File: config.mk
export PLATFORM = sky130hd
export DESIGN_NAME = bus_perm_pipe
export DESIGN_NICKNAME = d
export VERILOG_FILES = /design/src/rtl/bus_perm_pipe.sv
export SDC_FILE = /design/constraint.sdc
export NUM_CORES = 1
export LEC_CHECK = 0
export BUFFER_PORTS_ARGS = -buffer_cell sky130_fd_sc_hd__buf_2
export CAP_MARGIN = 20
export CORE_ASPECT_RATIO = 1.25
export CORE_MARGIN = 2
export CORE_UTILIZATION = 61
export CTS_BUF_LIST = sky130_fd_sc_hd__clkbuf_8
export DETAILED_ROUTE_END_ITERATION = 8
export PLACE_DENSITY_LB_ADDON = 0.08
export SLEW_MARGIN = 30
export SYNTH_ARGS = -nofsm -noshare
export SYNTH_HDL_FRONTEND = slang
export SYNTH_SLANG_ARGS = --single-unit
File: constraint.sdc
create_clock -name clk -period 7.6 [get_ports clk]
set_clock_uncertainty 0.15 [all_clocks]
set_input_delay 1.52 -clock clk [delete_from_list [all_inputs] [get_ports clk]]
set_output_delay 1.52 -clock clk [all_outputs]
set_load 0.005 [all_outputs]
File: src/rtl/bus_perm_pipe.sv
// bus_perm_pipe
//   Registered lane permutator. Each output lane picks one input lane through
//   a runtime-loadable select table and can be forced to zero by a per-lane
//   mask. The result sits in a one-deep valid/ready output register.
//   In STRICT mode, a select table that is not a bijection is refused.
//   A free-running counter of accepted input beats is exposed for debug.
//
// Ports
//   clk        rising-edge clock
//   rst        asynchronous reset, active-high
//   cfg_we     load cfg_sel / cfg_mask into the active table this cycle
//   cfg_sel    lane i select at [i*SELW +: SELW]
//   cfg_mask   1 = output lane i enabled, 0 = forced to zero
//   cfg_err    one-cycle pulse the cycle after a refused load
//   in_valid   din is valid
//   in_ready   block can take din (combinational, no in_valid dependency)
//   din        input lanes, lane j at [j*LW +: LW]
//   out_valid  dout is valid
//   out_ready  downstream takes dout
//   dout       permuted and masked lanes
//   beat_cnt   number of accepted input beats, wraps silently
module bus_perm_pipe #(
  parameter int LANES  = 8,
  parameter int LW     = 4,
  parameter int SELW   = $clog2(LANES),
  parameter bit STRICT = 1'b0,
  parameter int CNTW   = 16
) (
  input  logic                  clk,
  input  logic                  rst,
  input  logic                  cfg_we,
  input  logic [LANES*SELW-1:0] cfg_sel,
  input  logic [LANES-1:0]      cfg_mask,
  output logic                  cfg_err,
  input  logic                  in_valid,
  output logic                  in_ready,
  input  logic [LANES*LW-1:0]   din,
  output logic                  out_valid,
  input  logic                  out_ready,
  output logic [LANES*LW-1:0]   dout,
  output logic [CNTW-1:0]       beat_cnt
);

  function automatic logic [LANES*SELW-1:0] identity_table();
    logic [LANES*SELW-1:0] t;
    t = '0;
    for (int i = 0; i < LANES; i++) begin
      t[i*SELW +: SELW] = SELW'(i);
    end
    return t;
  endfunction

  localparam logic [LANES*SELW-1:0] IDENTITY = identity_table();

  logic [LANES*SELW-1:0] sel_q;
  logic [LANES-1:0]      mask_q;
  logic [LANES*LW-1:0]   perm_data;
  logic [SELW-1:0]       lane_sel;
  logic [SELW-1:0]       cfg_lane;
  logic [LANES-1:0]      seen;
  logic                  cfg_ok;
  logic                  accept;

  // The output register frees up either when it is empty or when its
  // current content leaves this cycle.
  assign in_ready = !out_valid || out_ready;
  assign accept   = in_valid && in_ready;

  // Permutation through the active table. Selects that point past the last
  // lane (possible only when LANES is not a power of two) yield zero.
  always_comb begin
    perm_data = '0;
    lane_sel  = '0;
    for (int i = 0; i < LANES; i++) begin
      lane_sel = sel_q[i*SELW +: SELW];
      if (mask_q[i] && (int'(lane_sel) < LANES)) begin
        perm_data[i*LW +: LW] = din[lane_sel*LW +: LW];
      end
    end
  end

  // Bijection check on the incoming table: every select in range and no
  // value used twice. The mask plays no part. Non-strict builds accept all.
  always_comb begin
    seen     = '0;
    cfg_ok   = 1'b1;
    cfg_lane = '0;
    for (int i = 0; i < LANES; i++) begin
      cfg_lane = cfg_sel[i*SELW +: SELW];
      if (int'(cfg_lane) >= LANES) begin
        cfg_ok = 1'b0;
      end else if (seen[cfg_lane]) begin
        cfg_ok = 1'b0;
      end else begin
        seen[cfg_lane] = 1'b1;
      end
    end
    if (!STRICT) begin
      cfg_ok = 1'b1;
    end
  end

  // Table, output register and counter. The permutation above reads the
  // table before this edge, so a beat accepted alongside a load uses the
  // old table.
  always_ff @(posedge clk or posedge rst) begin
    if (rst) begin
      sel_q     <= IDENTITY;
      mask_q    <= '1;
      cfg_err   <= 1'b0;
      out_valid <= 1'b0;
      dout      <= '0;
      beat_cnt  <= '0;
    end else begin
      cfg_err <= cfg_we && !cfg_ok;
      if (cfg_we && cfg_ok) begin
        sel_q  <= cfg_sel;
        mask_q <= cfg_mask;
      end
      if (accept) begin
        dout      <= perm_data;
        out_valid <= 1'b1;
        beat_cnt  <= beat_cnt + CNTW'(1);
      end else if (out_ready) begin
        out_valid <= 1'b0;
      end
    end
  end

endmodule

==> results.md <==
Yosys:
- Yosys printed 0 warnings.
- The synthesized netlist cell count is 458.
- The sequential area share after synthesis is 38.7%.
- The number of distinct library cells after synthesis is 37.
- The most used flip-flop cell after synthesis is dfrtp_1.
- The post-synthesis async set-or-reset flop share is 100%.
- The netlist area before placement is 5300 um^2.
- The number of storage elements in the synthesis netlist is 81.
- The post-synth net total is 528.
- The average instance in the mapped netlist occupies 11.6 um^2.
- Yosys mapped a number of flops with a built-in enable equal to 0.

Floorplan:
- The area of the die is 9460 um^2.
- Measured along the y axis, the die boundary spans 108 um.
- From left edge to right edge, the die measures 87.4 um.
- For this configuration, the core starts out at a cell density of 62.0%.
- The floorplan has 38 rows.
- Pin placement for this block handled 120 I/O pins.
- The core region is 8560 um^2.

Layout:
- The number of nets in the final layout is 617.
- The number of diodes is 0.
- The number of inserted filler cells in the final layout is 688.
- In the final layout, the share of cells above drive strength 1 is 50.5%.
- The summed area of non-filler cells in the final layout is 5970 um^2.
- Leaving out filler cells and counting taps, the final layout contains 652.
- The post-synthesis to final-layout area growth is 12.5%.

CTS:
- After clock tree synthesis, the clock-pin slew on the worst setup and hold paths is 0.08 ns.
- The post-CTS repair timing setup buffer count is 0.
- The level count of the clock H-tree is 3.
- The latest clock arrival within the worst-skew pair is 0.36 ns.
- The count of cells resized by post-cts repair is 0.
- The clock net in this run drives a total of 81 sinks.
- The CTS tree is built.
- The largest buffer count on any clock path is 2.
- The number of hold buffers added after cts is 0.
- The clock root buffer is clkbuf_8.
- Buffers inserted during clock tree synthesis total 9.

Power:
- The highest ir drop seen on vdd is 0.126 mV.
- The switching power as a share of total power is 32.6%.
- The combinational fraction of design power is 27.6%.
- Power spread over the standard cell area amounts to 205 nW/um^2.
- The leakage power is 2.55 nW.
- The switching power total is 0.398 mW.
- The internal power of the cells totals 0.824 mW.
- Sequential cells burn 49.3% of the power.
- Overall power consumption after layout is estimated at 1.22 mW.
- The clock network accounts for 23.1% of the total power.

Timing:
- The worst path uses 48.7% of the clock period.
- The final-report hold violation count is 0.
- Setup repair after global routing left no endpoint under its margin.
- The clock period minus final worst setup slack is 3.70 ns.
- The worst setup margin is 3.90 ns.
- Headroom to the max-slew limit came out at 47.8%.
- Setup violations remaining at the end of the flow were counted as 0.
- For the pin with the worst max-slew slack, the measured transition is 0.780 ns.
- Based on the critical path, the design can be clocked at up to 0.270 GHz.
- The final-layout setup total negative slack is 0 ns.
- The count of pins over their slew limit is 0.

Route:
- The count of nets left with antenna violations after detail routing is 0.
- The detail-routed net length per standard cell is 20.1 um.
- After detailed routing, the number of vias per cell comes to 6.47.
- The total iterations of the first detailed-routing run is 5.
- After detailed routing, the number of remaining DRC violations is 0.
- For this block, the initial DRC count from the detailed router was 328.
- The total number of vias is 4,217.
- Wires add up to 13,100 um.

Worst setup path:
- The sort of element at the start of the critical path is an input port.
- The standard cell with the maximum stage delay on the critical path is nor2b_4.
- Data arrives at the worst endpoint at 2.03 ns.
- The critical path goes through buf_2 -> nor2b_4 -> inv_1 -> buf_2.
- Setup slack on the worst reg-to-reg path comes out at 5.58 ns.
- The number of buffers and inverters on the critical path is 3.
- The required arrival time at the worst endpoint is 5.93 ns.
- By startpoint and endpoint, the worst setup path is classified as in2out.
- The depth of the critical timing path with buffers and inverters included is 4.
- The category of cells accounting for the largest share of critical-path delay is buffers and inverters.
- The launch instance of the worst register-to-register path is out_valid$_DFFE_PP0P_.
- The delay contributed by the slowest stage of the critical path is 0.16 ns.
- The worst setup path is captured at a primary output.
- By instance count, the cell type seen most on the critical path is buf_2.
- The worst register-to-register path ends at beat_cnt[6]$_DFFE_PP0P_.
- The maximum fanout along the worst path is 4.
- The depth of the worst register-to-register path is 5.

Global route:
- The via count of the first global-routing pass came to 4,215.
- The global-route wire length before repair is 21,200 um.
- The overall track demand over capacity in global routing is 29.5%.
- The final global-route overflow total is 0.
- The largest net degree at the start of global routing is 82.
- The initial antenna violation count came to 0.

Place:
- The final estimated routing congestion in global placement is 0.918.
- The number of port buffers is 118.
- The post-detailed-placement cell area is 5790 um^2.
- Before CTS, the worst setup slack after placement is 3.90 ns.
- The number of placed instances, taps included, is 636.
- The total half-perimeter wirelength after legalization and detailed placement is 9610 um.

Outcome:
- The flow ran to the end, and the final reports show no timing, DRC or antenna violations.

Run:
- The number of maximum-capacitance violations is 0.

Hold path:
- The source of the worst hold timing path is beat_cnt[15]$_DFFE_PP0P_.
- For hold timing, the worst endpoint is beat_cnt[15]$_DFFE_PP0P_.
- The class of the tightest hold or removal check is reg2reg.
- The worst hold path stage count is 1.
==> registers in the layout, indices dropped and copies added, names as in the netlist <==
signal     count
mask_q         8
beat_cnt      16
out_valid      1
dout          32
sel_q         24
==> final cells by class <==
class	instances	area [um^2]	area share, %
Sequential cell	81	2050	34.4
Inverter	2	7.51	0.126
Tap cell	100	125	2.10
Multi-Input combinational cell	334	3010	50.4
Timing Repair Buffer	119	602	10.1
Clock buffer	10	138	2.31
Clock inverter	6	35.0	0.587
==> synthesized netlist by cell type (9+ instances only) <==
library cell	count	share of area, %
o31ai_1	24	3.4
mux4_2	32	14
dfstp_2	20	9.9
nor2b_1	16	1.9
nand2b_1	9	1.1
nor2_1	24	1.7
buf_4	16	2.3
clkbuf_1	16	1.1
nand2_1	57	4.0
mux2_2	86	18
o22ai_1	24	2.8
dfrtp_1	61	29
xnor2_1	13	2.1
==> power groups by stage <==
stage	combinational, mW	clock [mW]	sequential [mW]
global route	0.369	0.305	0.618
detailed placement	0.337	0	0.610
global placement	0.330	0	0.604
floorplan	0.259	0	0.565
finish	0.337	0.282	0.602
CTS	0.339	0.288	0.602
==> worst max path at each step <==
stage,from,to,slack [ns]
finish,out_ready,in_ready,3.90
global route,out_ready,in_ready,3.86
CTS,out_ready,in_ready,3.90
detailed placement,out_ready,in_ready,3.90
global placement,out_ready,in_ready,3.92
floorplan,rst,beat_cnt[0]$_DFFE_PP0P_,3.88
==> stage by stage <==
step                      utilization [%]  hold slack (ns)
after CTS                            69.7            0.323
after floorplan                         -            0.317
after detailed placement             67.7            0.307
final                                69.7            0.316
after global placement               67.6            0.306
after global routing                 69.7            0.356
==> cell families after synthesis <==
group | Yosys count | synth area share [%]
other cells | 1 | 0.0707
fa+ha+maj | 1 | 0.236
compound gates | 64 | 8.87
simple gates | 133 | 12.8
buf+inv | 43 | 4.60
flops | 81 | 38.7
xor+xnor | 15 | 2.48
mux | 120 | 32.3
==> worst reg2reg max path, cell delays in order (launching register included) <==
cell,delay (ns)
dfrtp_1,0.38
nor2b_4,0.14
inv_1,0.10
nand2_2,0.46
or3_1,0.55
xnor2_1,0.13
==> layer usage <==
metal	GRT usage (%)	up-vias	share of wire (%)
li1	-	1902	-
met5	0	-	0
met2	48.5	197	51
met3	5.88	34	8.0
met1	37.5	2084	39
met4	13.3	0	2.5
==> cell usage in the layout (no fill, tap or decap), types with 2 or more instances in the layout <==
master | Yosys | routed
mux4_2 | 32 | 32
nand3_1 | 5 | 5
nor2b_1 | 16 | 16
o22ai_1 | 24 | 24
nor2_1 | 24 | 24
mux2_1 | 2 | 2
dfrtp_1 | 61 | 61
dfstp_2 | 20 | 20
xnor2_1 | 13 | 13
a2111oi_0 | 8 | 8
xor2_1 | 2 | 2
clkbuf_8 | 0 | 10
nand4_1 | 3 | 3
clkinv_2 | 0 | 3
buf_2 | 4 | 118
and4_1 | 2 | 2
o41ai_1 | 8 | 8
nor3b_1 | 8 | 8
mux2_2 | 86 | 86
o31ai_1 | 24 | 24
inv_1 | 2 | 2
nand2_1 | 57 | 57
nand2b_1 | 9 | 9
No activity file was read; power rests on OpenSTA's default activity.
